[src/rtl/ppa_seq_ctrl.sv]
// ppa_seq_ctrl: multi-beat add/subtract sequencer driving a shared 16-bit adder one word per cycle
module ppa_seq_ctrl #(
  parameter int WORDS = 3
) (
  input  logic                clk,
  input  logic                rst,
  input  logic                in_valid,
  output logic                in_ready,
  input  logic [16*WORDS-1:0] op_a,
  input  logic [16*WORDS-1:0] op_b,
  input  logic                sub,
  output logic                out_valid,
  input  logic                out_ready,
  output logic [16*WORDS-1:0] result,
  output logic                carry_out,
  output logic [15:0]         add_a,
  output logic [15:0]         add_b,
  output logic                add_cin,
  input  logic [15:0]         add_sum,
  input  logic                add_cout
);
  localparam int W  = 16*WORDS;
  localparam int CW = WORDS > 1 ? $clog2(WORDS) : 1;
  typedef enum logic [1:0] {IDLE, RUN, DONE} state_t;
  state_t        st;
  logic [CW-1:0] cnt;
  logic [W-1:0]  a_r, b_r;
  logic          carry;
  logic          last;
  assign last      = cnt == CW'(WORDS-1);
  assign in_ready  = st == IDLE;
  assign out_valid = st == DONE;
  assign add_a     = st == RUN ? a_r[{cnt, 4'd0} +: 16] : '0;
  assign add_b     = st == RUN ? b_r[{cnt, 4'd0} +: 16] : '0;
  assign add_cin   = st == RUN ? carry : 1'b0;
  always_ff @(posedge clk or posedge rst)
    if (rst) begin
      st        <= IDLE;
      cnt       <= '0;
      a_r       <= '0;
      b_r       <= '0;
      carry     <= 1'b0;
      result    <= '0;
      carry_out <= 1'b0;
    end else
      case (st)
        IDLE: if (in_valid) begin
          a_r   <= op_a;
          b_r   <= sub ? ~op_b : op_b;
          carry <= sub;
          cnt   <= '0;
          st    <= RUN;
        end
        RUN: begin
          result[{cnt, 4'd0} +: 16] <= add_sum;
          carry <= add_cout;
          cnt   <= last ? '0 : cnt + 1'b1;
          if (last) begin
            st        <= DONE;
            carry_out <= add_cout;
          end
        end
        DONE: if (out_ready) st <= IDLE;
        default: st <= IDLE;
      endcase
endmodule

[config.mk]
export PLATFORM = sky130hd
export DESIGN_NAME = ppa_seq_ctrl
export DESIGN_NICKNAME = d
export VERILOG_FILES = /design/src/rtl/ppa_seq_ctrl.sv
export SDC_FILE = /design/constraint.sdc
export NUM_CORES = 1
export LEC_CHECK = 0
export ABC_CLOCK_PERIOD_IN_PS = 7100
export CAP_MARGIN = 20
export CELL_PAD_IN_SITES_DETAIL_PLACEMENT = 0
export CELL_PAD_IN_SITES_GLOBAL_PLACEMENT = 1
export CORE_MARGIN = 3
export CORE_UTILIZATION = 37
export CTS_CLUSTER_SIZE = 24
export DETAILED_ROUTE_END_ITERATION = 8
export PLACE_DENSITY = 0.84
export SLEW_MARGIN = 20
export SYNTH_ARGS = -nofsm -noshare
export SYNTH_HDL_FRONTEND = slang
export SYNTH_SLANG_ARGS = --single-unit
[constraint.sdc]
create_clock -name clk -period 7.1 [get_ports clk]
set_input_delay 2.13 -clock clk [delete_from_list [all_inputs] [get_ports clk]]
set_output_delay 2.13 -clock clk [all_outputs]
set_load 0.02 [all_outputs]
# After elaboration in Yosys (flattened, before gate mapping)
# Cells that the tools add are included.
# W data, S select, Z words.
[totals] latchBits=0 out_inout_bits=84 inputBits=118 ff_bits=150 mem_bits_ro=0 ramBits=0 n_memories=0
[op_classes] add_sub_neg=2 reduce_logical=6 div=0 muxes=14 magnitude_cmp=0 shifts=4 multipliers=0 bitwise=1 n_eq_ne=6
[ops] cell="$shiftx A48 B7 Y16" count=2
[ops] cell="$bwmux W48" count=1
[ops] cell="$mux W48" count=1
[ops] cell="$not A48 Y48" count=1
[ops] cell="$shift A16 B8 Y48 const A" count=1
[ops] cell="$shiftx A16 B8 Y48" count=1
[ops] cell="$mux W16" count=2
[ops] cell="$mux W2" count=5
[ops] cell="$neg A6 Y8" count=1
[ops] cell="$pmux W2 S3" count=1
[ops] cell="$reduce_and A2 Y1" count=3
[ops] cell="$eq A2 B2 Y1 const B" count=2
[ops] cell="$ne A2 B2 Y1 const B" count=2
[ops] cell="$pmux W2 S2" count=1
[ops] cell="$reduce_and A3 Y1" count=1
[ops] cell="$add A2 B1 Y2 const B" count=1
[ops] cell="$eq A2 B1 Y1 const B" count=1
[ops] cell="$logic_not A2 Y1" count=1
[ops] cell="$mux W1" count=2
[ops] cell="$ne A2 B1 Y1 const B" count=1
[ops] cell="$pmux W1 S2" count=1
[ops] cell="$reduce_bool A2 Y1" count=1

# Depth between registers and ports, before layout
[logic_depth] ltp_word=3 depth_mapped=10

# Least setup slack after synthesis
# No wires, ideal clock.
[synth_path] path_kind="flip-flop to output port" from="register cnt[1]" to="output add_b[10]" setup_slack_ns=3.532 stages_incl_launch_ff=7 arrival_ns=1.438 required_ns=4.970 path_buffers=3 path_cell_list="dfrtp_1 -> buf_4 -> buf_4 -> inv_1 -> buf_2 -> nand3_1 -> a21oi_1"
[synth_between] elab_chain_len=2
[synth_lines] item="start, declared" line="26" text="logic [CW-1:0] cnt;"
[synth_lines] item="start signal, assigned" line="57" text="cnt <= last ? '0 : cnt + 1'b1;"
[synth_lines] item="$shiftx A48 B7 Y16" line="34" text="assign add_b = st == RUN ? b_r[{cnt, 4'd0} +: 16] : '0;"
[synth_lines] item="$mux W16" line="34"
[synth_lines] item="end, declared" line="17" text="output logic [15:0] add_b,"
# No other way between the ends.

# Worst setup path in the final report
[layout_path] from="register cnt[0]" to="output add_b[11]"
# The elaborated chain is that of the path after synthesis.

==> impl_results.html <==
<table>
<tr><th>Metric</th><th>Value</th></tr>
<tr><th colspan="2">Final layout</th></tr>
<tr><td># diodes</td><td>0</td></tr>
<tr><td>Number of fill cells</td><td>1661</td></tr>
<tr><td>Final-stage net count</td><td>between 900 and 1000</td></tr>
<tr><td>Area growth from synthesis to final layout</td><td>37.2%</td></tr>
<tr><td>Area used by sequential logic in the layout</td><td>~3800 sq um</td></tr>
<tr><td>Share of final-layout standard cells stronger than drive strength 1</td><td>0.129</td></tr>
<tr><td>Total area of multi-input combinational cells</td><td>~3000 sq um</td></tr>
<tr><th colspan="2">Drt</th></tr>
<tr><td>DRT Wirelength</td><td>around 17000 um</td></tr>
<tr><td>First drt pass iteration count</td><td>4</td></tr>
<tr><td>Violation count after the first detailed-route iteration</td><td>226</td></tr>
<tr><td>Via-to-Cell Ratio</td><td>slightly below 5</td></tr>
<tr><td>Count of unresolved DRC violations after routing</td><td>0</td></tr>
<tr><td>Vias</td><td>about 5200</td></tr>
<tr><td>Routed wire per std cell</td><td>roughly 16 um</td></tr>
<tr><td>Remaining antenna violation count after routing</td><td>0</td></tr>
<tr><th colspan="2">Hold path</th></tr>
<tr><td>Worst hold path startpoint</td><td>result[21]</td></tr>
<tr><td>Cell depth of the worst min-delay path</td><td>2</td></tr>
<tr><td>Path class of the lowest-slack min-delay path</td><td>reg2reg</td></tr>
<tr><td>End of the worst hold path</td><td>result[21]</td></tr>
<tr><th colspan="2">GRT</th></tr>
<tr><td>GRT Util Overall</td><td>0.171</td></tr>
<tr><td>Maximum number of pins on one net before global-route repair</td><td>134</td></tr>
<tr><td>Total gr overflow</td><td>0</td></tr>
<tr><td>Met3 global-route usage</td><td>0.0519</td></tr>
<tr><td>Antenna violations before repair</td><td>0</td></tr>
<tr><td>First-pass GRT wire length</td><td>27700 um</td></tr>
<tr><td>Met1 Track Usage GR</td><td>0.225</td></tr>
<tr><td>Global-route layer with the greatest usage</td><td>met2</td></tr>
<tr><td>Met2 global-route usage</td><td>0.274</td></tr>
<tr><td>Vias in the first global route</td><td>slightly above 5000</td></tr>
<tr><th colspan="2">Synthesis</th></tr>
<tr><td>Primary FF master, synth</td><td>dfrtp_1</td></tr>
<tr><td>Number of synthesized flops with an enable pin</td><td>0</td></tr>
<tr><td>Seq/Total Area, Yosys</td><td>0.533</td></tr>
<tr><td>Post-synthesis cell type with the largest combined area</td><td>dfrtp_1</td></tr>
<tr><td>Post-synth top cells</td><td>150 x dfrtp_1, 111 x nand2_1, 59 x mux2_2</td></tr>
<tr><td>Synthesized area per cell</td><td>between 10 and 15 sq um</td></tr>
<tr><td>Gate Count Post-Synth</td><td>658</td></tr>
<tr><td>Synth unique cells</td><td>31</td></tr>
<tr><td>Most repeated cell in the gate-level netlist after synthesis</td><td>dfrtp_1</td></tr>
<tr><td>Flip-flop and latch count after synthesis</td><td>150</td></tr>
<tr><td>Largest cells by area after synthesis</td><td>dfrtp_1 53%, mux2_2 9.4%, xnor2_1 6.0%</td></tr>
<tr><td>Net count after synthesis</td><td>about 800</td></tr>
<tr><td>Number of synthesis warnings</td><td>0</td></tr>
<tr><td>Share of synthesized registers carrying an async set or reset</td><td>1.00</td></tr>
<tr><td>Area share of the largest cell type after synthesis</td><td>0.533</td></tr>
<tr><td>Post-Syn Area</td><td>7050 sq um</td></tr>
<tr><th colspan="2">Clocking</th></tr>
<tr><td>Max Root-Sink Buffers</td><td>2</td></tr>
<tr><td>CTS tree</td><td>yes</td></tr>
<tr><td>Buffers inserted during post-CTS setup optimization</td><td>0</td></tr>
<tr><td>Number of buffers inserted during clock tree synthesis</td><td>17</td></tr>
<tr><td>Max H-tree Level</td><td>4</td></tr>
<tr><td>Cell at the root of the clock tree</td><td>clkbuf_16</td></tr>
<tr><td>Hold buffer count at CTS</td><td>0</td></tr>
<tr><td>Number of clock sinks</td><td>150</td></tr>
<tr><td>Clock-pin slew reported for the worst setup and hold paths after clock tree synthesis</td><td>roughly 0.060 ns</td></tr>
<tr><td>Gates resized, CTS repair</td><td>0</td></tr>
<tr><td>Clock insertion delay at the later pin of the skew report</td><td>roughly 0.42 ns</td></tr>
<tr><th colspan="2">Timing</th></tr>
<tr><td>Highest Clock Rate</td><td>0.186 GHz</td></tr>
<tr><td>Final critical-path share of the clock period</td><td>0.759</td></tr>
<tr><td>Worst-case setup margin in the final layout</td><td>around 1.7 ns</td></tr>
<tr><td>Total Neg Setup Slack</td><td>0 ns</td></tr>
<tr><td>Post-route minimum period</td><td>roughly 5.4 ns</td></tr>
<tr><td>Worst slew margin relative to its limit</td><td>0.311</td></tr>
<tr><td>Final Max Tran Viols</td><td>0</td></tr>
<tr><td>Total of endpoints with negative setup slack in the final report</td><td>0</td></tr>
<tr><td>Setup repair after global routing missed its margin</td><td>no</td></tr>
<tr><td>Number of hold violations in the final report</td><td>0</td></tr>
<tr><td>Pin slew with the least headroom to its limit</td><td>between 1 and 1.5 ns</td></tr>
<tr><td>Worst Clk Skew</td><td>a little under 0.009 ns</td></tr>
<tr><th colspan="2">Critical path</th></tr>
<tr><td>Reg-to-reg setup timing slack</td><td>approximately 3.8 ns</td></tr>
<tr><td>Slowest cell on the critical path</td><td>nor3_4</td></tr>
<tr><td>Type of the worst setup path</td><td>reg2out</td></tr>
<tr><td>Crit path required time</td><td>a little under 5 ns</td></tr>
<tr><td>Biggest cell delay along the critical path</td><td>0.86 ns</td></tr>
<tr><td>Beginning of the worst register-to-register path</td><td>cnt[1]</td></tr>
<tr><td>Critical register-to-register path endpoint</td><td>result[42]</td></tr>
<tr><td>Worst path cell trace</td><td>inv_1, nor3_4, o2bb2ai_1, clkdlybuf4s50_1</td></tr>
<tr><td>Signal arrival time at the worst endpoint</td><td>approximately 3.3 ns</td></tr>
<tr><td>Sort of element at the start of the critical path</td><td>register</td></tr>
<tr><td>FF-to-FF path depth</td><td>5</td></tr>
<tr><td>Critical Path End Type</td><td>primary output</td></tr>
<tr><td>Largest driver fanout on the critical path</td><td>21</td></tr>
<tr><th colspan="2">Floorplan</th></tr>
<tr><td>Core box area</td><td>roughly 18000 sq um</td></tr>
<tr><td>Number of placed I/O pins</td><td>around 200</td></tr>
<tr><td>Width of the die</td><td>between 100 and 150 um</td></tr>
<tr><td>Die span in y</td><td>between 100 and 150 um</td></tr>
<tr><td>Site Rows</td><td>49</td></tr>
<tr><td>Die area</td><td>20700 sq um</td></tr>
<tr><td>Effective utilization at floorplan</td><td>0.384</td></tr>
<tr><th colspan="2">Power</th></tr>
<tr><td>Peak VDD IR</td><td>around 0.23 mV</td></tr>
<tr><td>Fraction of power consumed by sequential logic</td><td>0.338</td></tr>
<tr><td>Net Switching</td><td>roughly 1.6 mW</td></tr>
<tr><td>Power per standard cell area</td><td>approximately 450 nW/um^2</td></tr>
<tr><td>Share of total power consumed by net switching</td><td>0.373</td></tr>
<tr><td>Leakage power of the design</td><td>between 3 and 4 nW</td></tr>
<tr><td>Power Internal</td><td>roughly 2.7 mW</td></tr>
<tr><td>Part of the power in the clock network</td><td>0.213</td></tr>
<tr><td>Logic pwr share</td><td>0.448</td></tr>
<tr><th colspan="2">Job</th></tr>
<tr><td>Max Cap Viol</td><td>0</td></tr>
<tr><th colspan="2">Place</th></tr>
<tr><td>Final weighted congestion of routability-driven global placement</td><td>between 0.7 and 0.8</td></tr>
<tr><td>Post-Place Worst Slack</td><td>around 2.1 ns</td></tr>
<tr><td>Number of input and output port buffers inserted</td><td>~200</td></tr>
<tr><td>Detailed Place HPWL</td><td>12000 um</td></tr>
<tr><th colspan="2">Status</th></tr>
<tr><td>Outcome</td><td>completed</td></tr>
</table>
==> layout by cell type, fill, tap and decap left out, drive strengths merged <==
cell type / Yosys / routed
nor2: 51 / 51
clkinv: 0 / 6
nor3: 1 / 1
ha: 4 / 4
inv: 6 / 6
nand2b: 3 / 3
mux2i: 21 / 21
nand3: 11 / 11
xnor2: 48 / 48
nor4b: 1 / 1
clkinvlp: 0 / 3
o21bai: 1 / 1
dfrtp: 150 / 150
nand3b: 3 / 3
and4bb: 1 / 1
o211ai: 1 / 1
clkbuf: 8 / 19
o2bb2ai: 21 / 21
mux2: 59 / 59
a21oi: 59 / 59
o21ai: 52 / 52
buf: 43 / 8
nand2: 111 / 111
bufinv: 0 / 3
a32oi: 1 / 1
nor3b: 2 / 2
clkdlybuf4s50: 0 / 200
==> cell type report <==
type | instances | share of cell area
tap | 229 | 0.0296
timing repair buffer | 208 | 0.214
inverter | 6 | 0.00285
multi-input combinational | 451 | 0.302
clock inverter | 12 | 0.0159
sequential | 150 | 0.388
clock buffer | 19 | 0.0468
==> flip-flops by register name, summed over array words and instances (netlist names) <==
signal and count:
a_r 48, b_r 48, carry 1, carry_out 1, cnt 2, result 48
st 2
==> per-layer routing <==
layer  routed length [um]  up-vias  share of wire
met2                 8180      153           0.47
met5                    0        -              0
met4                  165        0         0.0095
met3                 1220       10          0.071
met1                 7710     2500           0.45
li1                     -     2563              -
==> critical path, delay by kind of cell, from the launching register on <==
| kind | cells | cell delay (ns) |
|---|---|---|
| compound gates | 1 | 0.21 |
| buf+inv | 2 | 1.07 |
| flops | 1 | 0.70 |
| simple gates | 1 | 0.86 |
==> worst max-delay path by stage <==
stage            from        end  slack (ns)  cells past startpoint
2_1_floorplan     rst     a_r[0]        0.93                      1
3_3_place_gp   cnt[0]  add_b[14]        2.22                      4
3_5_place_dp   cnt[0]   add_a[0]        2.14                      4
4_1_cts        cnt[0]  add_b[11]        1.68                      4
5_1_grt        cnt[0]   add_a[1]        1.43                      4
6_report       cnt[0]  add_b[11]        1.71                      4
==> cell families after synthesis <==
group                      count (synthesis)  synth area share
muxes                                     80             0.124
DFF                                      150             0.533
xor gates and xnor gates                  48            0.0597
and+or+nand+nor                          184             0.113
AOI/OAI and AO/OA                        135             0.110
adders and majority gates                  4           0.00710
buffers and inverters                     57            0.0536
==> power by group through the flow <==
stage / Clock (mW) / Sequential, mW / Combinational (mW)
after floorplan: 0 / 1.48 / 1.24
after global placement: 0 / 1.48 / 1.94
after detailed placement: 0 / 1.48 / 1.96
after CTS: 0.949 / 1.47 / 1.97
after global routing: 0.984 / 1.53 / 2.12
final: 0.925 / 1.47 / 1.94
==> metrics by stage <==
step / cells / cell area, sq um / hold slack, ns / util / power [mW]
final: 1075 / 9670 / 0.477 / 0.527 / 4.34
after global routing: 1075 / 9670 / 0.499 / 0.527 / 4.63
after CTS: 1075 / 9670 / 0.483 / 0.527 / 4.39
after detailed placement: 1044 / 9060 / 0.470 / 0.494 / 3.45
after global placement: 1044 / 9060 / 0.460 / 0.494 / 3.42
after floorplan: 658 / 7050 / 0.480 / - / 2.72
No activity file was read; power rests on OpenSTA's default activity.
